===== src/rtl/pa_stats_pkg.sv =====
// Shared types and helpers for the range-statistics engine.
//   mode_e     : reduction selected with each request
//   state_e    : sequencer states of pa_range_stats
//   calc_acc_w : accumulator width needed to sum a full window without overflow
package pa_stats_pkg;

  typedef enum logic [1:0] {
    MODE_MEAN = 2'b00,
    MODE_SUM  = 2'b01,
    MODE_MIN  = 2'b10,
    MODE_MAX  = 2'b11
  } mode_e;

  typedef enum logic [2:0] {
    S_IDLE,
    S_READ,
    S_DRAIN,
    S_DIV,
    S_DONE
  } state_e;

  // A window holds at most 2^addr_w words of at most 2^data_w-1 each, so the
  // sum always fits in data_w+addr_w bits.
  function automatic int calc_acc_w(input int data_w, input int addr_w);
    return data_w + addr_w;
  endfunction

endpackage


===== src/rtl/pa_seq_divider.sv =====
// Restoring sequential divider, one quotient bit per clock.
//   i_start      : loads dividend/divisor and performs the first step at once
//   i_dividend   : W-bit unsigned dividend, sampled with i_start
//   i_divisor    : W-bit unsigned divisor, sampled with i_start
//   o_valid      : one-cycle pulse when the quotient/remainder are final
//   o_quotient   : floor(dividend / divisor); all ones when divisor is 0
//   o_remainder  : dividend mod divisor
// Latency: o_valid is high in the cycle after the (W-1)th edge following the
// edge that samples i_start. A new i_start restarts the division.
module pa_seq_divider #(
  parameter int W = 14
) (
  input  logic         i_clk,
  input  logic         i_rst_n,
  input  logic         i_start,
  input  logic [W-1:0] i_dividend,
  input  logic [W-1:0] i_divisor,
  output logic         o_valid,
  output logic [W-1:0] o_quotient,
  output logic [W-1:0] o_remainder
);

  localparam int CW = $clog2(W + 1);

  logic [CW-1:0] cnt_q;
  logic [W-1:0]  rem_q, quo_q, dsr_q;
  logic [W-1:0]  src_rem, src_quo, dsr;
  logic [W:0]    rem_sh, diff;
  logic [W-1:0]  rem_nxt, quo_nxt;

  // One restoring step. On i_start the step runs on the fresh operands, so
  // the load edge already produces the first quotient bit.
  // NOTE: every always_comb output gets a value on every path (here via the
  // full if/else); a missing branch would infer a latch.
  always_comb begin
    src_rem = i_start ? '0 : rem_q;
    src_quo = i_start ? i_dividend : quo_q;
    dsr     = i_start ? i_divisor : dsr_q;
    rem_sh  = {src_rem, src_quo[W-1]};
    diff    = rem_sh - {1'b0, dsr};
    if (diff[W]) begin
      // Restore: shifted remainder is below the divisor, so bit W is zero.
      rem_nxt = rem_sh[W-1:0];
      quo_nxt = {src_quo[W-2:0], 1'b0};
    end else begin
      rem_nxt = diff[W-1:0];
      quo_nxt = {src_quo[W-2:0], 1'b1};
    end
  end

  // NOTE: sequential state uses non-blocking assignments only, so every
  // register samples the pre-edge values regardless of statement order.
  always_ff @(posedge i_clk or negedge i_rst_n) begin
    if (!i_rst_n) begin
      cnt_q   <= '0;
      rem_q   <= '0;
      quo_q   <= '0;
      dsr_q   <= '0;
      o_valid <= 1'b0;
    end else begin
      o_valid <= 1'b0;
      if (i_start) begin
        rem_q <= rem_nxt;
        quo_q <= quo_nxt;
        dsr_q <= i_divisor;
        cnt_q <= CW'(W - 1);
      end else if (cnt_q != '0) begin
        rem_q <= rem_nxt;
        quo_q <= quo_nxt;
        cnt_q <= cnt_q - CW'(1);
        if (cnt_q == CW'(1)) o_valid <= 1'b1;
      end
    end
  end

  assign o_quotient  = quo_q;
  assign o_remainder = rem_q;

endmodule


===== src/rtl/pa_range_stats.sv =====
// Range-statistics engine: streams RAM[si..ei] and returns mean/sum/min/max.
//   i_start/i_mode/i_addr_si/i_addr_ei : request, sampled when o_busy=0
//   o_re_ram/o_addr_ram/i_data_ram     : single-port RAM, 1-cycle read latency
//   o_busy   : from the cycle after an accepted request through o_done
//   o_result : full-width result, held until the next successful request
//   o_err    : with o_done, 1 when i_addr_ei < i_addr_si (no reads issued)
//   o_done   : one-cycle completion pulse
module pa_range_stats
  import pa_stats_pkg::*;
#(
  parameter int DATA_WIDTH = 8,
  parameter int ADDR_WIDTH = 6,
  parameter int ACC_W      = calc_acc_w(DATA_WIDTH, ADDR_WIDTH)
) (
  input  logic                  i_clk,
  input  logic                  i_rst_n,
  input  logic                  i_start,
  input  logic [1:0]            i_mode,
  input  logic [ADDR_WIDTH-1:0] i_addr_si,
  input  logic [ADDR_WIDTH-1:0] i_addr_ei,
  input  logic [DATA_WIDTH-1:0] i_data_ram,
  output logic                  o_re_ram,
  output logic [ADDR_WIDTH-1:0] o_addr_ram,
  output logic                  o_busy,
  output logic [ACC_W-1:0]      o_result,
  output logic                  o_err,
  output logic                  o_done
);

  localparam int CNT_W = ADDR_WIDTH + 1;

  state_e                state_q;
  mode_e                 mode_q;
  logic [ADDR_WIDTH-1:0] ei_q;
  logic [CNT_W-1:0]      n_q;
  logic                  err_q;
  logic                  rd_vld_q;

  logic [ACC_W-1:0]      acc_q, acc_nxt;
  logic [DATA_WIDTH-1:0] min_q, max_q, min_nxt, max_nxt;

  logic                  div_start, div_valid;
  logic [ACC_W-1:0]      div_quo, div_rem_unused;

  // Fold the datum returned for the read issued in the previous cycle.
  always_comb begin
    acc_nxt = acc_q;
    min_nxt = min_q;
    max_nxt = max_q;
    if (rd_vld_q) begin
      acc_nxt = acc_q + ACC_W'(i_data_ram);
      if (i_data_ram < min_q) min_nxt = i_data_ram;
      if (i_data_ram > max_q) max_nxt = i_data_ram;
    end
  end

  // The divider is launched on the edge that folds the last datum, so it is
  // fed the post-fold sum rather than the registered one.
  assign div_start = (state_q == S_DRAIN) && (mode_q == MODE_MEAN);

  pa_seq_divider #(
    .W (ACC_W)
  ) u_div (
    .i_clk       (i_clk),
    .i_rst_n     (i_rst_n),
    .i_start     (div_start),
    .i_dividend  (acc_nxt),
    .i_divisor   (ACC_W'(n_q)),
    .o_valid     (div_valid),
    .o_quotient  (div_quo),
    .o_remainder (div_rem_unused)
  );

  always_ff @(posedge i_clk or negedge i_rst_n) begin
    if (!i_rst_n) begin
      state_q    <= S_IDLE;
      mode_q     <= MODE_MEAN;
      ei_q       <= '0;
      n_q        <= '0;
      err_q      <= 1'b0;
      rd_vld_q   <= 1'b0;
      acc_q      <= '0;
      min_q      <= '1;
      max_q      <= '0;
      o_re_ram   <= 1'b0;
      o_addr_ram <= '0;
      o_busy     <= 1'b0;
      o_result   <= '0;
      o_err      <= 1'b0;
      o_done     <= 1'b0;
    end else begin
      rd_vld_q <= o_re_ram;
      acc_q    <= acc_nxt;
      min_q    <= min_nxt;
      max_q    <= max_nxt;

      case (state_q)
        S_IDLE: begin
          o_done <= 1'b0;
          o_err  <= 1'b0;
          // o_busy is still high in the o_done cycle, which keeps a request
          // arriving then from being accepted.
          if (i_start && !o_busy) begin
            mode_q <= mode_e'(i_mode);
            ei_q   <= i_addr_ei;
            o_busy <= 1'b1;
            if (i_addr_ei < i_addr_si) begin
              err_q   <= 1'b1;
              state_q <= S_DONE;
            end else begin
              err_q      <= 1'b0;
              n_q        <= {1'b0, i_addr_ei} - {1'b0, i_addr_si} + CNT_W'(1);
              acc_q      <= '0;
              min_q      <= '1;
              max_q      <= '0;
              o_re_ram   <= 1'b1;
              o_addr_ram <= i_addr_si;
              state_q    <= S_READ;
            end
          end else begin
            o_busy <= 1'b0;
          end
        end

        S_READ: begin
          // Stop on ei itself so the counter never wraps past the window.
          if (o_addr_ram == ei_q) begin
            o_re_ram <= 1'b0;
            state_q  <= S_DRAIN;
          end else begin
            o_addr_ram <= o_addr_ram + ADDR_WIDTH'(1);
          end
        end

        S_DRAIN: begin
          state_q <= (mode_q == MODE_MEAN) ? S_DIV : S_DONE;
        end

        S_DIV: begin
          if (div_valid) state_q <= S_DONE;
        end

        S_DONE: begin
          o_done  <= 1'b1;
          o_err   <= err_q;
          state_q <= S_IDLE;
          if (!err_q) begin
            case (mode_q)
              MODE_MEAN: o_result <= div_quo;
              MODE_SUM:  o_result <= acc_q;
              MODE_MIN:  o_result <= ACC_W'(min_q);
              MODE_MAX:  o_result <= ACC_W'(max_q);
              default:   o_result <= acc_q;
            endcase
          end
        end

        default: state_q <= S_IDLE;
      endcase
    end
  end

endmodule


===== config.mk =====
export PLATFORM = sky130hd
export DESIGN_NAME = pa_range_stats
export DESIGN_NICKNAME = d
export VERILOG_FILES = /design/src/rtl/pa_stats_pkg.sv /design/src/rtl/pa_seq_divider.sv /design/src/rtl/pa_range_stats.sv
export SDC_FILE = /design/constraint.sdc
export NUM_CORES = 1
export LEC_CHECK = 0
export ABC_CLOCK_PERIOD_IN_PS = 5160
export CAP_MARGIN = 20
export CORE_MARGIN = 5
export CORE_UTILIZATION = 30
export DETAILED_ROUTE_END_ITERATION = 8
export SETUP_SLACK_MARGIN = 0.2
export SLEW_MARGIN = 5
export SYNTH_ARGS = -nofsm -noshare
export SYNTH_HDL_FRONTEND = slang
export SYNTH_SLANG_ARGS = --single-unit
export TNS_END_PERCENT = 100

===== constraint.sdc =====
create_clock -name i_clk -period 5.16 [get_ports i_clk]
set_input_delay 1.548 -clock i_clk [delete_from_list [all_inputs] [get_ports i_clk]]
set_output_delay 1.548 -clock i_clk [all_outputs]
set_load 0.1 [all_outputs]

==> qor.tcl, run 1 <==
set qor(status) {completed}
set qor(seqPwrFrac_pct) 25.4
set qor(main_flop_type_after_synthesis) {sky130_fd_sc_hd__dfrtp_1}
set qor(nNetsFinal) 933
set qor(ioPinCount) 49
set qor(postRouteWirelength_mm) 17.8
set qor(static_leakage_nw) 4.34
set qor(ys_seq_elements) 121
set qor(crit_chain) {dlygate4sd2_1 > ha_4 > a211oi_2 > buf_4 > o21a_1 > o21ai_1 > nand2_1 > xnor2_2 > mux2i_1 > ha_2 > fa_2 > nor2b_2 > o31a_1 > o21ai_2 > a31oi_4 > xnor2_2 > buf_6 > nor2_1 > a221o_1}
set qor(yosysUniqueCellTypes) 60
set qor(clk-insertion-delay-late_ps) 420
set qor(chipWidth_um) 167
set qor(power_frac_comb_pct) 57.3
set qor(cts.reportedPaths.clkPinSlew_ps) 60
set qor(final_cell_count_no_fill) 1187
set qor(grt.total_usage_pct) 12.9
set qor(synth.mux.area_fraction_pct) 9.19
set qor(routed_wirelength_normalized_by_instance_count_um) 15.0
set qor(rsz0062_at_grt) {no}
set qor(cts-hold-fix-buffers) 0
set qor(synth_area_per_cell_sq_um) 9.63
set qor(numCtsBuffers) 17
set qor(p_clk_share_pct) 17.4
set qor(power.internal_w) 0.00394
set qor(via_per_inst) 4.88
set qor(power.ir.vdd_worst_v) 0.000622
set qor(route.antenna.remaining_nets) 0
set qor(timing.hold.worst.class) {register to register}
set qor(dp_worst_setup_slack_ps) -372
set qor(design.core.area_sq_um) 24300
set qor(syn-num-nets) 852
set qor(design_power_total_w) 0.00704
set qor(largest_net_degree_at_the_start_of_global_routing) 66
set qor(synthSimpleGateAreaFrac_pct) 16.1
set qor(dieHeight_um) 167
set qor(critical-path-top-cell-by-count) {sky130_fd_sc_hd__xnor2_2}
set qor(setup_violators_final) 0
set qor(floorplan.initialDensity_pct) 30.5
set qor(critical_path.slowest_cell) {sky130_fd_sc_hd__fa_2}
set qor(data_arrival_at_the_endpoint_of_the_critical_path_ps) 4990
set qor(synth-compound-area-share_pct) 15.0
set qor(final_layout_size_suffix_gt1_share_pct) 16.1
set qor(top_cells_by_area_in_the_synthesized_netlist) {sky130_fd_sc_hd__dfrtp_1, sky130_fd_sc_hd__ha_1, sky130_fd_sc_hd__mux2i_1}
set qor(worstPathMaxFanout) 7
set qor(tritoncts) {yes}
set qor(timing.final.crit_period_ps) 4690
set qor(antenna_found_initial) 0
set qor(detailedPlacementHpwl_mm) 12.7
set qor(power-per-cell-area_nw_per_um2) 763
set qor(floorplan.rows) 57
set qor(numClockSinks) 121
set qor(synthAdderAreaFrac_pct) 10.3
set qor(dieArea_sq_um) 27900
set qor(crit_type) {input port to register}
set qor(yosys_warnings) 0
set qor(yosysTopAreaCellShare_pct) 38.2
set qor(max-slew-margin-rel_pct) 32.0
set qor(remaining_drc_errors) 0
set qor(clock_path_buffers) 2
set qor(postLayoutCellArea_sq_um) 9230
set qor(finalCritPeriodShare_pct) 90.9
set qor(diodes) 0
set qor(switchingPower_w) 0.00310
set qor(global_placer_s_final_weighted_congestion) 0.830
set qor(grt_pass1_wl_mm) 29.8
set qor(placed_area_sq_um) 8460
set qor(dpl.cell_count) 1149
set qor(drt-pass1-iter-count) 5
set qor(synth_async_sr_flop_share_pct) 100
set qor(synth.yosys.seq_area_share_pct) 41.0
set qor(tns_ps) 0
set qor(synth_largest_area_cell) {sky130_fd_sc_hd__dfrtp_1}
set qor(maxCapViolations) 0
set qor(fillers) 2432
set qor(worst_setup_path_end_kind) {register}
set qor(setup.worst_path.start_class) {input port}
set qor(buffer_ports.inserted) 48
set qor(net_switching_share_of_the_total_power_pct) 44.0
set qor(cpPeakStageDelay_ps) 400
set qor(synthXorXnorAreaFrac_pct) 3.88
set qor(main_combinational_cell_family_by_area_after_synthesis) {simple AND/OR/NAND/NOR gates}
set qor(tightest_slew_ps) 1020
set qor(synth-edff-count) 0
set qor(setup_slack_ps) 468
set qor(drt-initial-drc-count) 472
set qor(cts.htree.levels) 4
set qor(max_clock_freq_ghz) 0.213
set qor(areaGrowthSynthToFinish_pct) 24.5
set qor(maxSlewViolCount) 0
set qor(syn_area_sq_um) 7410
set qor(netlist_instances) 769
set qor(crit_path_required_time_ps) 5460
set qor(grt_pass1_vias) 5801
set qor(via_count) 5788
set qor(clock_skew_ps) 8.18
set qor(global_route.overflow_total) 0
set qor(final_hold_viol_count) 0
set qor(library_cell_used_as_clock_root_buffer) {sky130_fd_sc_hd__clkbuf_16}
## Yosys cell counts (17+ instances only)
cell type                  count
sky130_fd_sc_hd__ha_1         53
sky130_fd_sc_hd__a21oi_1      44
sky130_fd_sc_hd__dfrtp_1     113
sky130_fd_sc_hd__and3_1       17
sky130_fd_sc_hd__o21ai_0      45
sky130_fd_sc_hd__mux2i_1      32
sky130_fd_sc_hd__inv_1        54
sky130_fd_sc_hd__nor2_1       51
sky130_fd_sc_hd__xnor2_1      22
sky130_fd_sc_hd__clkbuf_1     20
sky130_fd_sc_hd__nand2_1      85
sky130_fd_sc_hd__nand3_1      28
## registers in the layout (all words and copies together) (netlist names), 7 cells and up
| name | flops |
|---|---|
| u_div.o_quotient | 14 |
| o_result | 14 |
| u_div.dsr_q | 14 |
| u_div.o_remainder | 14 |
| max_q | 8 |
| min_q | 8 |
| acc_q | 14 |
| n_q | 7 |
## power by group through the flow
stage	clock [W]	sequential (W)	combinational, W
5_1_grt	0.00129	0.00184	0.00446
3_3_place_gp	0	0.00179	0.00380
6_report	0.00122	0.00179	0.00403
3_5_place_dp	0	0.00179	0.00387
4_1_cts	0.00125	0.00178	0.00395
2_1_floorplan	0	0.00220	0.00248
## through the flow
| stage | hold WS [ps] | utilization (%) |
|---|---|---|
| after detailed placement | 457 | 34.8 |
| after CTS | 471 | 37.5 |
| final | 464 | 37.9 |
| after global placement | 448 | 34.8 |
| after floorplan | 433 | - |
| after global routing | 492 | 37.9 |
## worst max-delay path: cells and delay by family
kind	cells	cell delay (ps)
fa+ha+maj	3	920
mux	1	100
simple gates	3	280
xor+xnor	2	330
compound gates	7	1240
buf+inv	3	570
## metal layers
layer / vias up / share of wire, % / GRT usage (%)
met5: - / 0 / 0
met4: 0 / 0.76 / 2.68
met3: 13 / 3.9 / 3.09
met2: 97 / 47 / 20.7
met1: 2806 / 48 / 17.9
li1: 2872 / - / -
## cell usage in the layout (no fill, tap or decap), types with 16 or more instances in the layout
master and n:
sky130_fd_sc_hd__dfrtp_1 113, sky130_fd_sc_hd__ha_1 47, sky130_fd_sc_hd__nand2_1 85, sky130_fd_sc_hd__and3_1 17, sky130_fd_sc_hd__inv_1 54, sky130_fd_sc_hd__a21oi_1 43, sky130_fd_sc_hd__mux2i_1 32, sky130_fd_sc_hd__clkdlybuf4s50_1 41
sky130_fd_sc_hd__mux2_2 16, sky130_fd_sc_hd__o21ai_0 42, sky130_fd_sc_hd__clkbuf_16 17, sky130_fd_sc_hd__nor2_1 51, sky130_fd_sc_hd__buf_4 43, sky130_fd_sc_hd__nand3_1 28, sky130_fd_sc_hd__xnor2_1 21
## final timing paths
path                                 from                    end  slack [ps]  cells past startpoint
setup reg to reg               state_q[0]  u_div.o_remainder[13]         960                     11
setup / recovery            i_data_ram[1]   u_div.o_remainder[8]         470                     19
hold / removal             u_div.dsr_q[9]         u_div.dsr_q[9]         460                      2
hold reg to reg            u_div.dsr_q[9]         u_div.dsr_q[9]         460                      2
min in group asynchronous         i_rst_n            o_result[9]        1260                      1
max in group asynchronous         i_rst_n               min_q[1]        3040                      2
## final cells by class
cell class | instances | area (sq um) | share of cell area (%)
inverter | 54 | 203 | 2.20
clock inverter | 8 | 118 | 1.27
clock buffer | 24 | 482 | 5.22
multi-input combinational | 563 | 4130 | 44.8
timing repair buffer | 93 | 847 | 9.18
sequential | 121 | 3040 | 32.9
tap | 324 | 405 | 4.39
## what timing repair did
item | 4_1_cts | 5_1_grt
gates resized for setup | 12 | 20
setup endpoints to repair | 11 | 14
setup buffers | 1 | 5
pin swaps | 7 | 14
## cell families (layout without fill, tap and decap cells)
kind of cell / after synthesis / in the layout
simple gates: 246 / 246
compound gates: 171 / 171
flops: 121 / 121
buf+inv: 85 / 179
fa+ha+maj: 58 / 58
mux: 56 / 56
xor+xnor: 32 / 32
No activity file was read; power rests on OpenSTA's default activity.
==> inputs of run 2 (changes only) <==
Settings changed: CORE_UTILIZATION 30 to 60, PLACE_DENSITY from default to 0.81.
==> run 2 against run 1 <==
Net effect:
- first-iteration DRC count rose by 6.1%
- die area fell by 47%
- wire length is 5.9% higher
- core utilization up 37 points
- via count is 8.7% higher
- hold slack got worse by 9.8 ps
- design area is 1.6% lower
- clock skew increased by 3.5 ps
- critical path depth is 1 lower
- count of clock-buffer cells in the layout is 3 lower
- critical endpoint is now u_div.o_remainder[13]
==> qor.tcl, run 2 (same netlist as run 1, synthesis figures left out) <==
set qor(numCtsBuffers) 17 ;# unchanged
set qor(maxCapViolations) 0 ;# unchanged
set qor(max_clock_freq_ghz) 0.205 ;# -4.0%
set qor(largest_net_degree_at_the_start_of_global_routing) 122 ;# +85%
set qor(library_cell_used_as_clock_root_buffer) {sky130_fd_sc_hd__clkbuf_16}
set qor(final_hold_viol_count) 0 ;# unchanged
set qor(dpl.cell_count) 988 ;# -14%
set qor(grt_use_met3_pct) 4.99 ;# +1.9 points
set qor(nNetsFinal) 932 ;# -0.11%
set qor(timing.hold.worst.class) {register to register}
set qor(chipWidth_um) 121 ;# -28%
set qor(critical_path.slowest_cell) {sky130_fd_sc_hd__or4b_2}
set qor(final_util_pct) 75.2 ;# +37 points
set qor(worst_setup_path_end_kind) {register}
set qor(grt_pass1_wl_mm) 31.4 ;# +5.5%
set qor(status) {completed}
set qor(global_route.overflow_total) 0 ;# unchanged
set qor(floorplan.rows) 40 ;# -30%
set qor(holdPathStages) 0 ;# -2
set qor(drt-initial-drc-count) 501 ;# +6.1%
set qor(crit_path_required_time_ps) 5490 ;# +30 ps
set qor(areaGrowthSynthToFinish_pct) 22.5
set qor(timing.critical_path.max_delay_family) {compound AO/OA/AOI/OAI gates}
set qor(numClockSinks) 121 ;# unchanged
set qor(routed_wirelength_normalized_by_instance_count_um) 18.3 ;# +22%
set qor(crit_type) {input port to register}
set qor(mostFrequentLayoutCell) {sky130_fd_sc_hd__dfrtp_1}
set qor(clock_path_buffers) 2 ;# unchanged
set qor(grt.total_usage_pct) 27.0 ;# +14 points
set qor(tightest_slew_ps) 1020 ;# +5.26 ps
set qor(remaining_drc_errors) 0 ;# unchanged
set qor(worstPathMaxFanout) 8 ;# +1
set qor(data_arrival_at_the_endpoint_of_the_critical_path_ps) 5220 ;# +230 ps
set qor(ff2ff_path_depth) 13 ;# +2
set qor(r2r_slack_ps) 880 ;# -80 ps
set qor(final_cell_count_no_fill) 1029 ;# -13%
set qor(most_frequent_cells_in_the_layout) {sky130_fd_sc_hd__dfrtp_1, sky130_fd_sc_hd__nand2_1, sky130_fd_sc_hd__inv_1}
set qor(worst_hold_slack_ps) 455 ;# -9.78 ps
set qor(global_placer_s_final_weighted_congestion) 0.938 ;# +13%
set qor(busiest_layer_in_global_routing) {met2}
set qor(cts.reportedPaths.clkPinSlew_ps) 60 ;# about the same
set qor(worstPathBufferInverterCount) 3 ;# unchanged
set qor(floorplan.initialDensity_pct) 61.4 ;# +31 points
set qor(clock_skew_ps) 11.7 ;# +3.51 ps
set qor(ioPinCount) 49 ;# unchanged
set qor(cpPeakStageDelay_ps) 650 ;# +250 ps
set qor(route.antenna.remaining_nets) 0 ;# unchanged
set qor(buffer_ports.inserted) 48 ;# unchanged
set qor(setup_violators_final) 0 ;# unchanged
set qor(worstHoldEndpoint) {rd_vld_q}
set qor(setup.worst_path.start_class) {input port}
set qor(worstReg2RegStart) {state_q[0]}
set qor(hold_path_startpoint) {o_re_ram}
set qor(dieArea_sq_um) 14700 ;# -47%
set qor(grt_pass1_vias) 6444 ;# +11%
set qor(grt.met1_usage_pct) 34.6 ;# +17 points
set qor(postRouteWirelength_mm) 18.9 ;# +5.9%
set qor(cts-hold-fix-buffers) 0 ;# unchanged
set qor(tritoncts) {yes}
set qor(max-slew-margin-rel_pct) 31.7 ;# -0.35 points
set qor(met2_usage_pct) 44.9 ;# +24 points
set qor(clk-insertion-delay-late_ps) 430 ;# about the same
set qor(via_count) 6291 ;# +8.7%
set qor(dp_worst_setup_slack_ps) -343 ;# +29.3 ps
set qor(maxSlewViolCount) 0 ;# unchanged
set qor(antenna_found_initial) 0 ;# unchanged
set qor(timing.rr.end) {u_div.o_remainder[13]}
set qor(rsz0062_at_grt) {yes}
set qor(dieHeight_um) 121 ;# -28%
set qor(setup_slack_ps) 272 ;# -196 ps
set qor(cts.htree.levels) 4 ;# unchanged
set qor(via_per_inst) 6.11 ;# +25%
set qor(final_layout_size_suffix_gt1_share_pct) 16.0 ;# -0.079 points
set qor(design.core.area_sq_um) 12100 ;# -50%
set qor(drt-pass1-iter-count) 6 ;# +1
set qor(finalCritPeriodShare_pct) 94.7 ;# +3.8 points
set qor(detailedPlacementHpwl_mm) 12.4 ;# -2.2%
set qor(timing.final.crit_period_ps) 4890 ;# +196 ps
set qor(crit_chain) {clkdlybuf4s50_1 > ha_2 > a211oi_2 > o21a_1 > o21ai_2 > nand2_2 > xnor2_2 > mux2i_1 > ha_2 > fa_2 > nor2b_1 > o31a_1 > o21ai_2 > a31oi_4 > buf_12 > buf_4 > or4b_2 > o221ai_2}
set qor(diodes) 0 ;# unchanged
==> run 2: cell types whose count changed in the layout (fill, tap and decap cells not counted), sizes merged <==
cell	delta
buf	-2
bufinv	-1
clkbuf	-3
clkinvlp	+2
dlygate4sd2	-1
dlymetal6s2s	+1
inv	+1
xnor2	+1
==> run 2: stage by stage <==
step,TNS (ps),cell area (sq um)
detailed placement,-4040,8230
global route,0,9070
CTS,0,8930
floorplan,0,7410
global placement,-3360,8230
finish,0,9070
==> run 2: final cells by class <==
cell class	count	area, sq um
Fill cell	775	2990
Sequential cell	121	3040
Clock buffer	21	470
Inverter	54	203
Timing Repair Buffer	91	861
Multi-Input combinational cell	564	4170
Clock inverter	10	119
Tap cell	168	210
==> run 2: timing repair <==
| action | CTS | global route |
|---|---|---|
| endpoints found under the setup margin | 14 | 13 |
| pin swaps | 9 | 10 |
| gates resized for setup | 12 | 17 |
| buffers inserted | 4 | 4 |
| cloned | 1 | 0 |
==> run 2: how the worst max path moves through the flow <==
| stage | start | end | cells past startpoint | slack [ps] |
|---|---|---|---|---|
| floorplan | i_data_ram[1] | u_div.o_remainder[7] | 17 | 350 |
| finish | i_data_ram[0] | u_div.o_remainder[13] | 18 | 270 |
| global placement | i_data_ram[1] | u_div.o_remainder[8] | 17 | -280 |
| detailed placement | i_data_ram[1] | u_div.o_remainder[4] | 17 | -340 |
| global route | i_data_ram[0] | u_div.o_remainder[13] | 18 | 80 |
| CTS | i_data_ram[1] | u_div.o_remainder[13] | 18 | 200 |
==> run 2: per-layer routing <==
layer	up-vias	routed length, um
li1	2889	-
met1	3099	8040
met2	251	9200
met3	52	1140
met4	0	498
met5	-	0
==> run 2: worst reg2reg max path: cells and delay by family, from the launching register on <==
kind                     cells  cell delay (ps)
AO/OA/AOI/OAI                3              540
adder cells (fa/ha/maj)      1              330
buffers and inverters        3              560
flip-flops                   1              480
multiplexers                 1              260
AND/OR/NAND/NOR              5             2020
Power of run 2 is not shown: default switching activity piles up to over one toggle a cycle in this logic, so the estimate is an artifact.
